File: config.mk
export PLATFORM = sky130hd
export DESIGN_NAME = seg_display_arbiter
export DESIGN_NICKNAME = d
export VERILOG_FILES = /design/src/rtl/seg_arb_pkg.sv /design/src/rtl/seg7_digit_decoder.sv /design/src/rtl/seg_display_arbiter.sv
export SDC_FILE = /design/constraint.sdc
export NUM_CORES = 1
export LEC_CHECK = 0
export BUFFER_PORTS_ARGS = -buffer_cell sky130_fd_sc_hd__buf_2
export CAP_MARGIN = 20
export CORE_MARGIN = 1
export CORE_UTILIZATION = 50
export DETAILED_ROUTE_END_ITERATION = 16
export GPL_TIMING_DRIVEN = 1
export PLACE_DENSITY_LB_ADDON = 0.15
export SYNTH_ARGS = -nofsm -noshare
export SYNTH_HDL_FRONTEND = slang
export SYNTH_SLANG_ARGS = --single-unit
File: constraint.sdc
create_clock -name clk -period 3 [get_ports clk]
set_input_delay 0.15 -clock clk [delete_from_list [all_inputs] [get_ports clk]]
set_output_delay 0.15 -clock clk [all_outputs]
set_load 0.01 [all_outputs]
File: src/rtl/seg_arb_pkg.sv
// Shared definitions for the 7-segment display arbiter.
//   arb_state_t : arbiter FSM states
//   SEG_BLANK   : all segments off (active-low)
//   SEG_DIGIT   : active-low {a,b,c,d,e,f,g} patterns for digits 0..7
package seg_arb_pkg;

  typedef enum logic [1:0] {
    IDLE    = 2'd0,
    GRANT   = 2'd1,
    RELEASE = 2'd2
  } arb_state_t;

  localparam logic [6:0] SEG_BLANK = 7'h7F;

  localparam logic [6:0] SEG_DIGIT [0:7] = '{
    7'b0000001,  // 0
    7'b1001111,  // 1
    7'b0010010,  // 2
    7'b0000110,  // 3
    7'b1001100,  // 4
    7'b0100100,  // 5
    7'b0100000,  // 6
    7'b0001111   // 7
  };

endpackage

File: src/rtl/seg7_digit_decoder.sv
// Combinational 3-bit digit to active-low 7-segment decoder with blanking.
//   digit : value to show (0..7)
//   blank : 1 = all segments off, overrides digit
//   seg   : active-low segments {a,b,c,d,e,f,g}
module seg7_digit_decoder
  import seg_arb_pkg::*;
(
  input  logic [2:0] digit,
  input  logic       blank,
  output logic [6:0] seg
);

  // NOTE: every always_comb output gets a default first, so no path leaves it
  // unassigned and no latch is inferred.
  always_comb begin
    seg = SEG_BLANK;
    if (!blank) begin
      seg = SEG_DIGIT[digit];
    end
  end

endmodule

File: src/rtl/seg_display_arbiter.sv
// Shares one 7-segment display between N_REQ requesters, one owner at a time.
// The owner index is shown as an active-low digit; the display is blank when
// nobody owns it. Fixed-priority (highest index) or round-robin arbitration is
// chosen per arbitration by rr_mode. A hold timer revokes a grant that has run
// HOLD_MAX cycles while other requesters are waiting (HOLD_MAX = 0 disables it).
//   clk       : rising-edge clock
//   rst_n     : asynchronous active-low reset
//   req       : request levels, held high while the display is wanted
//   rr_mode   : 1 = round-robin, 0 = fixed priority (sampled when arbitrating)
//   gnt       : registered one-hot grant, zero when there is no owner
//   gnt_valid : high while an owner exists (equals |gnt)
//   gnt_id    : owner index; keeps the last owner while gnt_valid is low
//   seg       : active-low segments, digit gnt_id or blank
//   preempt   : high during the grant cycle in which a timeout revokes the grant
module seg_display_arbiter
  import seg_arb_pkg::*;
#(
  parameter int N_REQ    = 8,    // 2..8
  parameter int HOLD_MAX = 200,  // 0 disables preemption
  parameter int CNT_W    = 8     // HOLD_MAX <= 2**CNT_W - 1
) (
  input  logic             clk,
  input  logic             rst_n,
  input  logic [N_REQ-1:0] req,
  input  logic             rr_mode,
  output logic [N_REQ-1:0] gnt,
  output logic             gnt_valid,
  output logic [2:0]       gnt_id,
  output logic [6:0]       seg,
  output logic             preempt
);

  localparam bit               HOLD_EN  = (HOLD_MAX > 0);
  localparam logic [CNT_W-1:0] CNT_LAST = CNT_W'((HOLD_MAX > 0) ? HOLD_MAX - 1 : 0);
  localparam logic [2:0]       LAST_ID  = 3'(N_REQ - 1);
  localparam logic [N_REQ-1:0] BIT0     = N_REQ'(1);

  arb_state_t       state;
  logic [2:0]       rr_ptr;
  logic [CNT_W-1:0] hold_cnt;
  logic [2:0]       winner;
  logic             owner_req;
  logic             others_req;
  logic             timeout;

  // Fixed mode keeps the last (highest) set index. Round-robin scans the
  // offsets from the top down so the smallest offset from ptr wins.
  function automatic logic [2:0] pick_winner(input logic [N_REQ-1:0] r,
                                             input logic             rr,
                                             input logic [2:0]       ptr);
    logic [2:0] w;
    int         idx;
    w = '0;
    if (!rr) begin
      for (int i = 0; i < N_REQ; i++) begin
        if (((r >> i) & BIT0) != '0) w = 3'(i);
      end
    end else begin
      for (int k = N_REQ - 1; k >= 0; k--) begin
        idx = int'(ptr) + k;
        if (idx >= N_REQ) idx = idx - N_REQ;
        if (((r >> idx) & BIT0) != '0) w = 3'(idx);
      end
    end
    return w;
  endfunction

  assign winner     = pick_winner(req, rr_mode, rr_ptr);
  // gnt is one-hot, so masking with it selects the owner's request bit.
  assign owner_req  = |(req & gnt);
  assign others_req = |(req & ~gnt);
  assign timeout    = HOLD_EN && (hold_cnt == CNT_LAST);

  // Decoded from registered state plus the current waiters so the pulse lands
  // in the revoked grant's last cycle; an owner that is already dropping its
  // request releases normally and never sees a pulse.
  assign preempt = (state == GRANT) && owner_req && others_req && timeout;

  // NOTE: sequential state uses non-blocking assignments only, so every
  // register samples pre-edge values regardless of statement order.
  always_ff @(posedge clk or negedge rst_n) begin
    if (!rst_n) begin
      state     <= IDLE;
      gnt       <= '0;
      gnt_valid <= 1'b0;
      gnt_id    <= '0;
      rr_ptr    <= '0;
      hold_cnt  <= '0;
    end else begin
      case (state)
        IDLE, RELEASE: begin
          if (|req) begin
            gnt       <= BIT0 << winner;
            gnt_id    <= winner;
            gnt_valid <= 1'b1;
            hold_cnt  <= '0;
            state     <= GRANT;
          end else begin
            state <= IDLE;
          end
        end
        GRANT: begin
          if (!owner_req || preempt) begin
            gnt       <= '0;
            gnt_valid <= 1'b0;
            // Updated on entry to RELEASE so that cycle's arbitration already
            // starts one past the departing owner.
            rr_ptr    <= (gnt_id == LAST_ID) ? 3'd0 : gnt_id + 3'd1;
            state     <= RELEASE;
          end else if (hold_cnt != CNT_LAST) begin
            hold_cnt <= hold_cnt + 1'b1;
          end
        end
        default: begin
          state     <= IDLE;
          gnt       <= '0;
          gnt_valid <= 1'b0;
        end
      endcase
    end
  end

  seg7_digit_decoder u_decoder (
    .digit (gnt_id),
    .blank (~gnt_valid),
    .seg   (seg)
  );

endmodule

==> metrics.cfg <==
[outcome]
status = complete, but fails checks
violations = DRC

[power_and_ir_drop]
power.density_nw_per_um2 = 1190
p_leak_nw = 1.18
vdd_drop_max_v = 0.000524

[die]
fp-row-count = 24
fp.dieW_um = 71.0
fp.dieArea_sq_um = 5040
die_h_um = 71.0
start_util_pct = 53.2
pin_count = 31
core_region_area_sq_um = 4470

[drt]
num_vias = 2051
drt_iter0_drc = 197
wl_um = 5980
vias_per_cell = 6.20
drt_pass1_iterations = 10
drc = 2
ant_nets = 0
routedWlPerCell_um = 18.1

[cells_and_area]
num-fill-cells = 393
drive_above_1_share_pct = 28.0
nNetsFinal = 301
num_antenna_cells = 0
area_growth_syn_to_layout_pct = 14.3
layoutNonFillerInstCount = 331
final_common_cell = nand2_1
most-common-layout-cells = 32 x nand2_1, 30 x buf_2, 25 x dfrtp_1

[global_routing]
grtUsageTotal_pct = 25.6
first_global_vias = 1899
grt-ovfl-total = 0
grt_max_degree = 26
grt_pass1_wl_um = 10100
antenna_found_initial = 0

[worst_hold_path]
worst_hold_path_type = in2async

[yosys]
synthCells = 255
ys_seq_area_share_pct = 26.3
synth.net_count = 276
async_flop_share_pct = 100
synth_cell_types = 49
yosysWarnings = 0
synth.avg_cell_area_sq_um = 9.33
synth_seq_cells = 25
synth_edf_count = 0
synth_ff_type = dfrtp_1
syn_area_sq_um = 2380

[clock_tree]
cts.path.max_buffers = 2
cts_root_buffer = clkbuf_8
clkTransAtPathRegs_ns = 0.09
cts_tree = done
htreeDepth = 1
cts_sinks = 25
worstSkewPairLatency_ns = 0.27
cts_buffers = 3

[sta]
final.setup.worst_slack_ns = 0.114
fin_skew_ns = 0.00593
period_needed_ns = 2.89
hold_viol = 0
worstMarginPinSlew_ns = 0.547
setup_violations = 0
finalCritPeriodShare_pct = 96.2
max_slew_margin_pct = 63.6
grt_setup_unrepaired = yes
fmax_mhz = 347
fin_tns_setup_ns = 0
slew_viol_final = 0

[placement]
hpwlAfterDp_um = 4320
pre_cts_slack_ns = 0.0964
place_congestion = 0.918
dp.cells = 323
portBuffers = 30

[worst_setup_path]
startpoint_type = flip-flop
r2r-end = gnt[7]$_DFFE_PN0P_
r2r-start = rr_ptr[0]$_DFFE_PN0P_
arrival_ns = 3.06
cp.required_ns = 3.17
rrSetupSlack_ns = 0.11
worstPathMaxFanout = 8
endpoint_kind = flip-flop
path_class = reg2reg
reg2reg_depth = 8

[run]
drv_cap = 0

## through the flow
step	total power, W	instance area (sq um)	hold WS (ns)	util (%)
5_1_grt	0.00349	2720	0.447	60.8
2_1_floorplan	0.00242	2480	-0.146	-
3_3_place_gp	0.00286	2600	0.174	58.1
6_report	0.00323	2720	0.393	60.8
4_1_cts	0.00309	2660	0.406	59.5
3_5_place_dp	0.00287	2600	0.170	58.1
## sequential cells by signal, indices dropped and copies added, names as in the netlist
| signal | count |
|---|---|
| gnt_id | 3 |
| hold_cnt | 8 |
| gnt_valid | 1 |
| gnt | 8 |
| rr_ptr | 3 |
| state | 2 |
## timing repair
item / 4_1_cts / 5_1_grt
hold buffers: 1 / 0
setup endpoints to repair: 0 / 7
setup buffers: 0 / 3
gates resized for setup: 0 / 5
endpoints found under the hold margin: 25 / 0
## synth_stat cells (2+ instances only)
master | count | area share (%)
xnor2_1 | 6 | 2.2
nor2_1 | 10 | 1.6
mux2_2 | 2 | 0.95
ha_1 | 10 | 5.3
clkbuf_1 | 12 | 1.9
nor3_1 | 6 | 1.3
mux2i_1 | 10 | 4.2
inv_1 | 19 | 3.0
buf_6 | 2 | 0.95
buf_2 | 4 | 0.84
or2_2 | 3 | 0.79
or3_1 | 4 | 1.1
mux4_2 | 12 | 11
nand3_1 | 11 | 2.3
mux4_1 | 5 | 5.5
nand2b_1 | 8 | 2.1
nand2_1 | 32 | 5.1
o21ai_0 | 13 | 2.7
nor4_1 | 4 | 1.1
dfrtp_1 | 25 | 26
o22ai_1 | 4 | 1.1
o31ai_1 | 6 | 1.9
xor2_1 | 2 | 0.74
o211ai_1 | 2 | 0.63
nor2b_1 | 2 | 0.53
o41ai_1 | 5 | 1.8
a22oi_1 | 7 | 2.2
a21oi_1 | 8 | 1.7
## layer usage
layer / track usage (%) / routed length [um] / part of all wire [%] / up-vias
li1: - / - / - / 986
met1: 37.8 / 2860 / 48 / 1007
met2: 41.9 / 2880 / 48 / 53
met3: 2.14 / 209 / 3.5 / 5
met4: 4.44 / 38 / 0.64 / 0
met5: 0 / 0 / 0 / -
## critical path, stage by stage, from the launching register on
cell and delay [ns]:
dfrtp_1 0.38, bufinv_16 0.20, ha_4 0.31, mux4_2 0.60, mux2i_4 0.22, nand3_1 0.10, and3_1 0.21, or3_4 0.43
o41ai_2 0.33
## power by group
group,switching (W),leakage [nW],internal (W),total (W)
registers,0.000137,0.328,0.000444,0.000581
logic,0.00129,0.825,0.00115,0.00245
clock network,0.000107,0.0217,0.0000942,0.000201
total,0.00154,1.18,0.00169,0.00323
## logic make-up after synthesis
group / count (synthesis) / synth area share, %
mux: 31 / 23.3
flops: 25 / 26.3
simple gates: 86 / 17.8
compound gates: 56 / 16.1
buf+inv: 39 / 8.26
fa+ha+maj: 10 / 5.26
xor+xnor: 8 / 2.95
## area by class of cell
type / instances / area, sq um / area share (%)
Clock buffer: 3 / 41.3 / 1.52
Tap cell: 52 / 65.1 / 2.39
Multi-Input combinational cell: 191 / 1650 / 60.8
Inverter: 20 / 106 / 3.91
Sequential cell: 25 / 626 / 23.0
Clock inverter: 1 / 7.51 / 0.276
Timing Repair Buffer: 39 / 220 / 8.10
## worst max path at each step
| stage | from | endpoint | depth (start not counted) |
|---|---|---|---|
| after floorplan | rr_ptr[1]$_DFFE_PN0P_ | gnt[6]$_DFFE_PN0P_ | 11 |
| after global placement | rr_ptr[0]$_DFFE_PN0P_ | gnt_id[2]$_DFFE_PN0P_ | 8 |
| after detailed placement | rr_ptr[1]$_DFFE_PN0P_ | gnt[6]$_DFFE_PN0P_ | 8 |
| after CTS | rr_ptr[1]$_DFFE_PN0P_ | gnt[6]$_DFFE_PN0P_ | 8 |
| after global routing | rr_ptr[1]$_DFFE_PN0P_ | gnt[6]$_DFFE_PN0P_ | 8 |
| final | rr_ptr[0]$_DFFE_PN0P_ | gnt[7]$_DFFE_PN0P_ | 8 |
No activity file was read; power rests on OpenSTA's default activity.
